--- src/rtl/wb_port_arbiter_pkg.sv ---
// Shared definitions for the write-back port arbiter.
// Holds the register-file geometry, the zero-register address and the
// write-source identifiers.
package wb_port_arbiter_pkg;

  localparam int WB_DATA_W = 32;
  localparam int WB_ADDR_W = 5;

  localparam logic [WB_ADDR_W-1:0] WB_REG_ZERO = 5'd0;

  // Identity of the requester that produced a register-file write
  typedef enum logic {
    WB_SRC_MAIN = 1'b0,
    WB_SRC_MDU  = 1'b1
  } wb_src_e;

endpackage

--- src/rtl/wb_port_arbiter_rr_arbiter2.sv ---
// rr_arbiter2: two-request round-robin arbiter.
// Grants are combinational from req, en and the priority flop. The priority
// flop points at the requester that wins the next tie and moves to the
// other requester after every grant.
module rr_arbiter2
  import wb_port_arbiter_pkg::*;
(
  input  logic       clk,
  input  logic       rst,
  input  logic       en,
  input  logic [1:0] req,
  output logic [1:0] gnt,
  output logic       gnt_id
);

  logic prio_r;

  // Pick at most one winner; ties are resolved by the priority pointer
  always_comb begin
    gnt    = 2'b00;
    gnt_id = WB_SRC_MAIN;
    if (en) begin
      case (req)
        2'b01: begin
          gnt    = 2'b01;
          gnt_id = WB_SRC_MAIN;
        end
        2'b10: begin
          gnt    = 2'b10;
          gnt_id = WB_SRC_MDU;
        end
        2'b11: begin
          if (prio_r) begin
            gnt    = 2'b10;
            gnt_id = WB_SRC_MDU;
          end else begin
            gnt    = 2'b01;
            gnt_id = WB_SRC_MAIN;
          end
        end
        default: begin
          gnt    = 2'b00;
          gnt_id = WB_SRC_MAIN;
        end
      endcase
    end else begin
      gnt    = 2'b00;
      gnt_id = WB_SRC_MAIN;
    end
  end

  // Priority pointer: favour the loser of the last grant, hold when idle
  always_ff @(posedge clk) begin
    if (rst) begin
      prio_r <= 1'b0;
    end else if (gnt != 2'b00) begin
      prio_r <= ~gnt_id;
    end else begin
      prio_r <= prio_r;
    end
  end

endmodule

--- src/rtl/wb_port_arbiter.sv ---
// wb_port_arbiter: shares the register-file write port between the main
// datapath (req0) and the long-latency mult/div unit (req1).
// The round-robin winner is registered onto rf_we/rf_waddr/rf_wdata/rf_wsrc
// one cycle after the handshake. Accepted writes to register 0 are consumed
// without raising rf_we when ZERO_SUPPRESS is set.
// Optional feature macro: WB_FWD_EN adds write-to-read forwarding ports
// that expose the in-flight registered write.
module wb_port_arbiter
  import wb_port_arbiter_pkg::*;
#(
  parameter int DATA_W        = WB_DATA_W,
  parameter int ADDR_W        = WB_ADDR_W,
  parameter bit ZERO_SUPPRESS = 1'b1
) (
  input  logic              clk,
  input  logic              rst,
  input  logic              wb_stall,
  input  logic              req0_valid,
  input  logic [ADDR_W-1:0] req0_addr,
  input  logic [DATA_W-1:0] req0_data,
  output logic              req0_ready,
  input  logic              req1_valid,
  input  logic [ADDR_W-1:0] req1_addr,
  input  logic [DATA_W-1:0] req1_data,
  output logic              req1_ready,
`ifdef WB_FWD_EN
  input  logic [ADDR_W-1:0] fwd_raddr_a,
  input  logic [ADDR_W-1:0] fwd_raddr_b,
  output logic              fwd_hit_a,
  output logic              fwd_hit_b,
  output logic [DATA_W-1:0] fwd_data_a,
  output logic [DATA_W-1:0] fwd_data_b,
`endif
  output logic              rf_we,
  output logic [ADDR_W-1:0] rf_waddr,
  output logic [DATA_W-1:0] rf_wdata,
  output logic              rf_wsrc
);

  logic              en_s;
  logic [1:0]        gnt_s;
  logic              gnt_id_s;
  logic              xfer_s;
  logic [ADDR_W-1:0] sel_addr_s;
  logic [DATA_W-1:0] sel_data_s;
  logic              sel_zero_s;

  assign en_s = ~wb_stall & ~rst;

  rr_arbiter2 u_arb (
    .clk    (clk),
    .rst    (rst),
    .en     (en_s),
    .req    ({req1_valid, req0_valid}),
    .gnt    (gnt_s),
    .gnt_id (gnt_id_s)
  );

  assign req0_ready = gnt_s[0];
  assign req1_ready = gnt_s[1];
  assign xfer_s     = gnt_s[0] | gnt_s[1];

  // Route the winning requester's address and data toward the output stage
  always_comb begin
    sel_addr_s = req0_addr;
    sel_data_s = req0_data;
    if (gnt_id_s == WB_SRC_MDU) begin
      sel_addr_s = req1_addr;
      sel_data_s = req1_data;
    end else begin
      sel_addr_s = req0_addr;
      sel_data_s = req0_data;
    end
  end

  assign sel_zero_s = ZERO_SUPPRESS && (sel_addr_s == {ADDR_W{1'b0}});

  // Write-back stage register: capture the winner, pulse rf_we for one cycle
  always_ff @(posedge clk) begin
    if (rst) begin
      rf_we    <= 1'b0;
      rf_waddr <= {ADDR_W{1'b0}};
      rf_wdata <= {DATA_W{1'b0}};
      rf_wsrc  <= WB_SRC_MAIN;
    end else if (xfer_s) begin
      rf_we    <= ~sel_zero_s;
      rf_waddr <= sel_addr_s;
      rf_wdata <= sel_data_s;
      rf_wsrc  <= gnt_id_s;
    end else begin
      rf_we    <= 1'b0;
      rf_waddr <= rf_waddr;
      rf_wdata <= rf_wdata;
      rf_wsrc  <= rf_wsrc;
    end
  end

`ifdef WB_FWD_EN
  // Forward the in-flight write to readers of the same non-zero register
  always_comb begin
    fwd_hit_a  = rf_we && (rf_waddr == fwd_raddr_a) && (fwd_raddr_a != {ADDR_W{1'b0}});
    fwd_hit_b  = rf_we && (rf_waddr == fwd_raddr_b) && (fwd_raddr_b != {ADDR_W{1'b0}});
    fwd_data_a = rf_wdata;
    fwd_data_b = rf_wdata;
  end
`endif

endmodule

--- config.mk ---
export PLATFORM = sky130hd
export DESIGN_NAME = wb_port_arbiter
export DESIGN_NICKNAME = d
export VERILOG_FILES = /design/src/rtl/wb_port_arbiter_pkg.sv /design/src/rtl/wb_port_arbiter_rr_arbiter2.sv /design/src/rtl/wb_port_arbiter.sv
export SDC_FILE = /design/constraint.sdc
export NUM_CORES = 1
export LEC_CHECK = 0
export ABC_AREA = 0
export CAP_MARGIN = 15
export CORE_MARGIN = 2
export CORE_UTILIZATION = 51
export DETAILED_ROUTE_END_ITERATION = 8
export DONT_BUFFER_PORTS = 1
export PLACE_DENSITY = 0.66
export SKIP_LAST_GASP = 1
export SYNTH_ARGS = -nofsm -noshare
export SYNTH_HDL_FRONTEND = slang
export SYNTH_HIERARCHICAL = 1
export SYNTH_SLANG_ARGS = --single-unit
--- constraint.sdc ---
create_clock -name clk -period 3.45 [get_ports clk]
set_input_delay 0.69 -clock clk [delete_from_list [all_inputs] [get_ports clk]]
set_output_delay 0.69 -clock clk [all_outputs]
set_load 0.005 [all_outputs]
==> key figures, run 1 <==
Worst setup path
  • Critical path type: input port to flip-flop
  • Worst R2R Path Depth: 6
  • Most used cell along the critical path: nor2_1
  • CP Capture Type: flip-flop
  • Critical path's slowest cell: or2_2
  • Critical-path cell list: nor2_1, nand2_1, a21oi_1, or2_2, buf_12, nor2_1, a211oi_2
  • Crit path max fanout: 44
  • Startpoint Class: input port
  • Arrival @ worst endpoint: 2.52 ns
  • CP max stage delay: 0.60 ns
  • WP data required: 3.64 ns

Power and ir drop
  • VDD IR max: 0.273 mV
  • Seq pwr share: 0.553
  • Pint: 712 uW
  • Psw: 232 uW
  • Sw frac: 0.245
  • Clock share of power: 0.320
  • Pwr/cell area: 462 nW/um2
  • Combinational share of power: 0.127
  • LEAKAGE: 0.608 nW

Route
  • Avg WL per Cell: 17.5 um
  • Vias post-DR: 1336
  • DR vias/cell: 5.83
  • DRC: 0
  • ANT nets after route: 0
  • DRT Wirelength: 4.01 mm
  • Initial drt markers: 78
  • DR pass1 iterations: 4

Floorplan
  • Chip width: 66.4 um
  • Starting Density: 0.535
  • Cell row count: 22
  • Die area: 4410 um2
  • Die Span Y: 66.4 um
  • Core area: 3720 um2
  • IO Pins: 120

Yosys
  • Mapped Cells: 187
  • Synth Warn #: 6
  • Proportion of synthesized chip area in sequential cells: 0.403
  • Mapped Area: 1990 um2
  • Syn_nets: 266
  • Yosys reg bits: 40
  • Count of cell types in the netlist: 21
  • Post-Syn Area per Cell: 10.6 um2
  • Yosys top cell area share: 0.403
  • Biggest area consumer among synthesized cells: dfxtp_1
  • Main area contributors after synthesis: dfxtp_1, a211oi_2, mux2i_1

GRT
  • Largest net degree at the start of global routing: 45
  • GRT Resource Usage Total: 0.177
  • First-pass GRT wire length: 5.95 mm
  • Remaining Overflow, GRT: 0
  • Initial antenna violation count: 0
  • Number of global-route vias before repair: 1362

STA
  • Worst Skew: 0.00145 ns
  • RSZ-0062 raised after global routing: false
  • Final setup vio count: 0
  • Max Slew Vio Count: 0
  • Tmin final: 2.33 ns
  • Final period util: 0.676
  • Final hold vios: 0
  • Worst-Margin Slew: 0.661 ns
  • Final setup TNS: 0 ns
  • Relative slew slack: 0.560
  • Max Fclk: 429 MHz

Placement
  • Post-detail-place hpwl: 2.95 mm
  • Area after DPL: 1950 um2
  • Number of port buffers: 0
  • GP Congestion: 0.713

Clocking
  • Root Buffer Master: clkbuf_8
  • Hold Buf Count CTS: 0
  • Clk slew on worst S/H paths: 0.07 ns
  • PostCTS Resize Cnt: 0
  • Worst-Skew Late Latency: 0.27 ns
  • Total CTS buffers: 5
  • H-tree depth: 2
  • CTS tree: done
  • Post-CTS Setup Inserts: 0
  • CTS sink cnt: 40
  • Bufs on Longest Clock Path: 2

Finish
  • Synth-to-Final Area Change: 2.65%
  • Share of cells above drive strength 1: 0.232
  • Filler instances: 320
  • Commonest non-fill, non-tap cell in the layout: dfxtp_1
  • Commonest cells after routing, fill and taps aside: dfxtp_1, nor2_1, mux2i_1
  • Nets: 259
  • Inserted Diodes: 0
  • Cell area after layout: 2040 um2

Flow run
  • Max_cap viols: 0

Status
  • Outcome: finished clean

Min path
  • Worst hold path cell count: 1
  • Hold WC Path Type: input port to flip-flop
[worst max-delay path: cells and delay by family]
kind                   cells  cell delay (ns)
and+or+nand+nor            4             1.02
AOI/OAI and AO/OA          2             0.45
buffers and inverters      1             0.32
[state kept, by name (all words and copies together) (netlist names)]
| register | flops |
|---|---|
| u_arb/prio_r | 1 |
| rf_wsrc | 1 |
| rf_wdata | 32 |
| rf_waddr | 5 |
| rf_we | 1 |
[power groups by stage]
stage	clock network, mW	logic (mW)	registers [mW]
floorplan	0	0.123	0.524
global placement	0	0.115	0.531
detailed placement	0	0.122	0.532
CTS	0.314	0.122	0.522
global route	0.337	0.136	0.524
finish	0.302	0.120	0.521
[layout make-up]
class                      count  area [um2]  share of cell area
inverter                       1        3.75             0.00184
sequential                    40         801               0.393
multi-input combinational    129        1050               0.515
clock buffer                   8        90.1              0.0442
tap                           48        60.1              0.0294
timing repair buffer           3        35.0              0.0172
[cells by family after synthesis]
group,Yosys count,share of synthesized area
AO/OA/AOI/OAI,43,0.232
flip-flops,40,0.403
AND/OR/NAND/NOR,49,0.104
multiplexers,37,0.186
buffers and inverters,18,0.0743
[synth_stat cells]
| library cell | count |
|---|---|
| dfxtp_1 | 40 |
| nor4_1 | 1 |
| inv_1 | 1 |
| a211oi_1 | 7 |
| nor3_2 | 1 |
| a211oi_2 | 30 |
| or4_1 | 1 |
| clkbuf_1 | 3 |
| nor3_1 | 1 |
| or4b_1 | 1 |
| nor2_1 | 39 |
| or2_1 | 1 |
| a21oi_1 | 5 |
| nand2_1 | 4 |
| buf_12 | 2 |
| a311oi_1 | 1 |
| buf_4 | 2 |
| buf_2 | 5 |
| clkbuf_4 | 1 |
| mux2i_1 | 37 |
| buf_6 | 4 |
[routing by layer]
metal	track usage	vias up	share of wire
met3	0.0750	8	0.11
li1	-	658	-
met1	0.179	601	0.37
met2	0.324	69	0.50
met4	0.0612	0	0.018
met5	0	-	0
[through the flow]
stage          power [mW]  setup WS (ns)  instances  hold WS, ns   util
6_report            0.943           1.12        229        0.480  0.549
3_5_place_dp        0.654          0.838        221        0.480  0.525
2_1_floorplan       0.647           1.30        187        0.448      -
3_3_place_gp        0.646          0.970        221        0.475  0.525
4_1_cts             0.958           1.13        229        0.466  0.549
5_1_grt             0.997          0.922        229        0.448  0.549
[worst paths after layout]
check,endpoint,start,slack [ns]
setup / recovery,rf_wdata[17],rst,1.12
hold / removal,rf_wdata[23],rst,0.48
setup reg to reg,rf_wdata[17],u_arb/prio_r,1.42
hold reg to reg,rf_wsrc,rf_wsrc,0.49
Power figures use the tool's default switching activity.
==> inputs of run 2 (changes only) <==
clock period = 2.2 ns   (was 3.45 ns; I/O delays follow)
==> run 2 against run 1 <==
  * Sequential share of layout area shrank 0.38 points
  * Register-to-register slack got worse by 0.78 ns
  * First-iteration DRC count down 46%
  * Critical path depth did not move
  * Clock power is 59% higher
  * Core utilization increased by 0.54 points
  * Via count is 0.90% higher
  * Highest routed layer unchanged
  * Flip-flop and latch count unchanged
  * Hold slack lost 0.26 ns
  * Clock-buffer cell count is the same
==> key figures, run 2 (same netlist as run 1, synthesis figures left out) <==
STA
  • Relative slew slack: 0.747 (+0.187)
  • Worst-Margin Slew: 0.380 ns (-0.281 ns)
  • Final setup vio count: 0 (unchanged)
  • Final period util: 0.732
  • Final setup TNS: 0 ns (unchanged)
  • Tmin final: 1.61 ns
  • Final hold vios: 0 (unchanged)
  • Max Fclk: 621 MHz
  • Worst Skew: 0.00254 ns (+0.00108 ns)
  • Max Slew Vio Count: 0 (unchanged)
  • RSZ-0062 raised after global routing: false

Placement
  • GP Congestion: 0.685 (-3.9%)
  • Number of port buffers: 0 (unchanged)
  • Post-detail-place hpwl: 3.01 mm (+2.1%)

Clocking
  • PostCTS Resize Cnt: 0 (unchanged)
  • Hold Buf Count CTS: 0 (unchanged)
  • Worst-Skew Late Latency: 0.28 ns (about the same)
  • CTS sink cnt: 40 (unchanged)
  • Clk slew on worst S/H paths: 0.07 ns (about the same)
  • Root Buffer Master: clkbuf_8
  • Bufs on Longest Clock Path: 2 (unchanged)
  • H-tree depth: 2 (unchanged)
  • Total CTS buffers: 5 (unchanged)
  • CTS tree: done
  • Post-CTS Setup Inserts: 0 (unchanged)

Route
  • DR pass1 iterations: 3 (-1)
  • Avg WL per Cell: 17.5 um (-0.26%)
  • Initial drt markers: 42 (-46%)
  • DRC: 0 (unchanged)
  • DRT Wirelength: 4.02 mm (+0.17%)
  • ANT nets after route: 0 (unchanged)
  • Vias post-DR: 1348 (+0.90%)
  • DR vias/cell: 5.86 (+0.46%)

Worst setup path
  • Critical path's slowest cell: a21oi_1
  • WP data required: 2.40 ns (-1.24 ns)
  • Most used cell along the critical path: nor2_1
  • Critical-path cell list: nor2_1, nand2_1, a21oi_1, or2_2, buf_12, nor2_1, a211oi_2
  • CP max stage delay: 0.26 ns (-0.34 ns)
  • Worst setup path startpoint: rst
  • Largest delay share family, worst path: simple AND/OR/NAND/NOR gates
  • Arrival @ worst endpoint: 1.81 ns (-0.71 ns)
  • Worst r2r src: u_arb/prio_r
  • Critical path type: input port to flip-flop
  • Startpoint Class: input port
  • CP Capture Type: flip-flop
  • Internal reg-to-reg setup slack: 0.64 ns (-0.78 ns)
  • Crit path max fanout: 41 (-6.8%)
  • CP Buf/Inv Count: 1 (unchanged)

Finish
  • Commonest non-fill, non-tap cell in the layout: dfxtp_1
  • Synth-to-Final Area Change: 3.65%
  • Filler instances: 342 (+6.9%)
  • Commonest cells after routing, fill and taps aside: dfxtp_1, nor2_1, mux2i_1
  • Number of flip-flops in the largest register: 32 (unchanged)
  • Share of cells above drive strength 1: 0.236 (+0.00422)
  • Final Util: 0.554 (+0.00539)
  • Top Registers: rf_wdata: 32 flops, rf_waddr: 5 flops
  • Multi-input gate area: 1050 um2 (unchanged)
  • Register area: 801 um2 (unchanged)
  • Inserted Diodes: 0 (unchanged)
  • Nets: 260 (+0.39%)
  • Reg with most FFs: rf_wdata

Power and ir drop
  • LEAKAGE: 0.617 nW (+1.4%)
  • Pwr/cell area: 724 nW/um2 (+57%)
  • VDD IR max: 0.380 mV (+39%)

GRT
  • First-pass GRT wire length: 6.27 mm (+5.3%)
  • Number of global-route vias before repair: 1342 (-1.5%)
  • Remaining Overflow, GRT: 0 (unchanged)
  • Largest net degree at the start of global routing: 42 (-6.7%)
  • Initial antenna violation count: 0 (unchanged)
  • GRT Resource Usage Total: 0.189 (+0.0112)

Floorplan
  • Core area: 3720 um2 (unchanged)
  • Chip width: 66.4 um (unchanged)
  • Cell row count: 22 (unchanged)
  • Starting Density: 0.535 (unchanged)
  • Die area: 4410 um2 (unchanged)
  • Die Span Y: 66.4 um (unchanged)
  • IO Pins: 120 (unchanged)

Status
  • Outcome: finished clean

Min path
  • Hold WC Path Type: input port to flip-flop
  • Min-delay src: rst

Flow run
  • Max_cap viols: 0 (unchanged)
[run 2: changes by cell type in the layout (fill, tap and decap cells not counted)]
| cell | previous run | this run |
|---|---|---|
| buf_12 | 1 | 2 |
[run 2: routing by layer]
layer | GRT usage | up-vias | routed length [um]
li1 | - | 660 | -
met1 | 0.196 | 610 | 1470
met2 | 0.338 | 69 | 2040
met3 | 0.0681 | 9 | 439
met4 | 0.0816 | 0 | 77
met5 | 0 | - | 0
[run 2: where the power goes]
group	leakage [nW]	switching, mW	internal [mW]
clock	0.0455	0.226	0.255
sequential	0.329	0.0407	0.777
combinational	0.243	0.105	0.0882
[run 2: per-stage QoR]
step	total power, mW	cell area (um2)	instances	hold slack [ns]	worst slack, ns
after floorplan	1.01	1990	187	0.448	0.303
after global placement	1.02	1970	222	0.479	0.396
after detailed placement	1.03	1970	222	0.483	0.309
after CTS	1.51	2060	230	0.207	0.597
after global routing	1.57	2060	230	0.199	0.391
final	1.49	2060	230	0.222	0.589
[run 2: area by class of cell]
cell class,count,share of cell area
Inverter,1,0.00182
Tap cell,48,0.0292
Clock buffer,8,0.0437
Multi-Input combinational cell,129,0.510
Timing Repair Buffer,4,0.0267
Sequential cell,40,0.389
[run 2: path summary, 6_finish.rpt]
kind	to	cells past startpoint
min reg2reg	rf_wsrc	2
max	rf_wdata[17]	7
min	rf_wdata[24]	1
max reg2reg	rf_wdata[17]	6
==> inputs of run 3 (changes only) <==
PLACE_DENSITY = 0.69   (was 0.66)
clock period = 1.4 ns   (was 2.2 ns; I/O delays follow)
==> run 3 against run 2 <==
  * Sequential power up 58%
  * Die area unchanged
  * Non-clock buffer count up 4
  * First-iteration DRC count up 17%
  * Wire length down 3.3%
  * Register-to-register slack worse by 0.63 ns
  * Critical path depth down 2
  * Sequential share of layout area down 1.6 points
  * Core utilization up 2.6 points
  * Clock power up 57%
  * Worst setup slack worse by 0.58 ns
  * Clock-buffer cell count unchanged
==> key figures, run 3 (same netlist as run 1, synthesis figures left out) <==
Status
  • Outcome: finished clean

STA
  • Relative slew slack: 0.857 (+0.110)
  • Setup WS post-layout: 0.0114 ns (-0.577 ns)
  • RSZ-0062 raised after global routing: true
  • Max Fclk: 720 MHz
  • Worst Skew: 0.00433 ns (+0.00179 ns)
  • Final hold vios: 0 (unchanged)
  • Final setup vio count: 0 (unchanged)
  • Final period util: 0.992
  • Worst-Margin Slew: 0.209 ns (-0.171 ns)
  • Tmin final: 1.39 ns
  • Max Slew Vio Count: 0 (unchanged)

Finish
  • Share of cells above drive strength 1: 0.339 (+0.102)
  • Reg with most FFs: rf_wdata
  • Multi-input gate area: 1100 um2 (+4.9%)
  • Cell area after layout: 2160 um2 (+4.7%)
  • Top Registers: rf_wdata: 32 flops, rf_waddr: 5 flops
  • Synth-to-Final Area Change: 8.56%
  • Filler instances: 322 (-5.8%)
  • Commonest cells after routing, fill and taps aside: dfxtp_1, mux2i_1, a211oi_2
  • Final Util: 0.580 (+0.0263)
  • Register area: 805 um2 (+0.47%)
  • Inserted Diodes: 0 (unchanged)
  • Nets: 264 (+1.5%)
  • Commonest non-fill, non-tap cell in the layout: dfxtp_1
  • Number of flip-flops in the largest register: 32 (unchanged)

Worst setup path
  • Arrival @ worst endpoint: 1.56 ns (-0.25 ns)
  • Critical-path cell list: inv_2, a21oi_4, or4b_4, nor3_2, nor4_1
  • WP data required: 1.57 ns (-0.83 ns)
  • Worst R2R Path Depth: 5 (-1)
  • Critical path's slowest cell: or4b_4
  • Largest delay share family, worst path: simple AND/OR/NAND/NOR gates
  • Critical path type: flip-flop to flip-flop
  • Crit path max fanout: 4 (-90%)
  • CP Buf/Inv Count: 1 (unchanged)
  • CP Capture Type: flip-flop
  • Internal reg-to-reg setup slack: 0.01 ns (-0.63 ns)
  • CP max stage delay: 0.48 ns (+0.22 ns)
  • Startpoint Class: flip-flop
  • Crit. path cell count: 5 (-2)

Power and ir drop
  • Psw: 592 uW (+60%)
  • Pwr/cell area: 1100 nW/um2 (+52%)
  • Combinational share of power: 0.139 (+0.010)
  • Seq pwr share: 0.543 (-0.005)
  • Pint: 1.78 mW (+59%)
  • Sw frac: 0.250 (+0.00115)
  • Clock share of power: 0.319 (-0.004)
  • LEAKAGE: 0.652 nW (+5.8%)
  • VDD IR max: 0.613 mV (+61%)

GRT
  • Number of global-route vias before repair: 1359 (+1.3%)
  • Largest net degree at the start of global routing: 42 (unchanged)
  • First-pass GRT wire length: 6.04 mm (-3.7%)
  • Remaining Overflow, GRT: 0 (unchanged)
  • Initial antenna violation count: 0 (unchanged)
  • GRT Resource Usage Total: 0.180 (-0.00899)

Clocking
  • Clk slew on worst S/H paths: 0.07 ns (about the same)
  • Total CTS buffers: 5 (unchanged)
  • CTS sink cnt: 40 (unchanged)
  • Worst-Skew Late Latency: 0.28 ns (about the same)
  • Root Buffer Master: clkbuf_8
  • Bufs on Longest Clock Path: 2 (unchanged)
  • CTS tree: done
  • H-tree depth: 2 (unchanged)

Floorplan
  • Die area: 4410 um2 (unchanged)
  • Starting Density: 0.535 (unchanged)
  • Chip width: 66.4 um (unchanged)
  • IO Pins: 120 (unchanged)
  • Core area: 3720 um2 (unchanged)
  • Die Span Y: 66.4 um (unchanged)
  • Cell row count: 22 (unchanged)

Route
  • DRC: 0 (unchanged)
  • Initial drt markers: 49 (+17%)
  • DR pass1 iterations: 3 (unchanged)
  • DR vias/cell: 6.00 (+2.3%)
  • Vias post-DR: 1403 (+4.1%)
  • DRT Wirelength: 3.89 mm (-3.3%)
  • Avg WL per Cell: 16.6 um (-4.9%)
  • ANT nets after route: 0 (unchanged)

Flow run
  • Max_cap viols: 0 (unchanged)

Min path
  • Worst hold path cell count: 1 (unchanged)
  • Hold WC Path Type: input port to flip-flop

Placement
  • Number of port buffers: 0 (unchanged)
  • Post-detail-place hpwl: 2.97 mm (-1.5%)
  • GP Congestion: 0.725 (+5.9%)
  • DP Worst Slack: -0.0523 ns (-0.361 ns)
  • Area after DPL: 2060 um2 (+4.6%)
==> run 3: cell types whose count changed in the layout (fill, tap and decap cells not counted), moves of 2 or more <==
cell     change
a21oi_1      -2
buf_4        +3
a21oi_2      +2
nor2_4       +2
nor2_1      -10
nor2_2       +8
==> run 3: path summary, 6_finish.rpt <==
check,startpoint,to
setup / recovery,u_arb/prio_r,rf_we
hold / removal,rst,rf_wdata[23]
setup reg to reg,u_arb/prio_r,rf_we
hold reg to reg,u_arb/prio_r,u_arb/prio_r
==> run 3: what timing repair did <==
action / CTS / global route
gates resized for setup: 1 / 3
pin swaps: 0 / 1
buffers inserted: 0 / 0
hold buffers: 0 / 0
endpoints found under the setup margin: 13 / 34
gates cloned: 0 / 0
==> run 3: metal layers <==
layer	track usage	wire length (um)
met5	0	0
met4	0.0867	81
met3	0.0562	384
met2	0.331	2060
met1	0.180	1360
==> run 3: cell type report <==
cell class | instances | share of cell area
Multi-Input combinational cell | 129 | 0.510
Sequential cell | 40 | 0.373
Timing Repair Buffer | 8 | 0.0452
Clock buffer | 8 | 0.0418
Tap cell | 48 | 0.0278
Inverter | 1 | 0.00174
==> run 3: power groups by stage <==
| stage | combinational (mW) | clock, mW | sequential (mW) |
|---|---|---|---|
| global placement | 0.311 | 0 | 1.31 |
| detailed placement | 0.334 | 0 | 1.31 |
| floorplan | 0.329 | 0 | 1.30 |
| CTS | 0.334 | 0.779 | 1.29 |
| finish | 0.329 | 0.755 | 1.29 |
| global route | 0.365 | 0.826 | 1.30 |
==> run 3: worst reg2reg max path: stages (launching register included) <==
cell	delay [ns]
dfxtp_4	0.37
inv_2	0.06
a21oi_4	0.19
or4b_4	0.48
nor3_2	0.12
nor4_1	0.06
==> run 3: stage by stage <==
stage / hold WS, ns / total power, mW / TNS (ns) / std cells
2_1_floorplan: 0.358 / 1.63 / -1.31 / 187
3_3_place_gp: 0.349 / 1.62 / -0.0111 / 226
3_5_place_dp: 0.349 / 1.65 / -0.223 / 226
4_1_cts: 0.0458 / 2.40 / 0 / 234
5_1_grt: 0.0403 / 2.49 / -0.0997 / 234
6_report: 0.0570 / 2.37 / 0 / 234
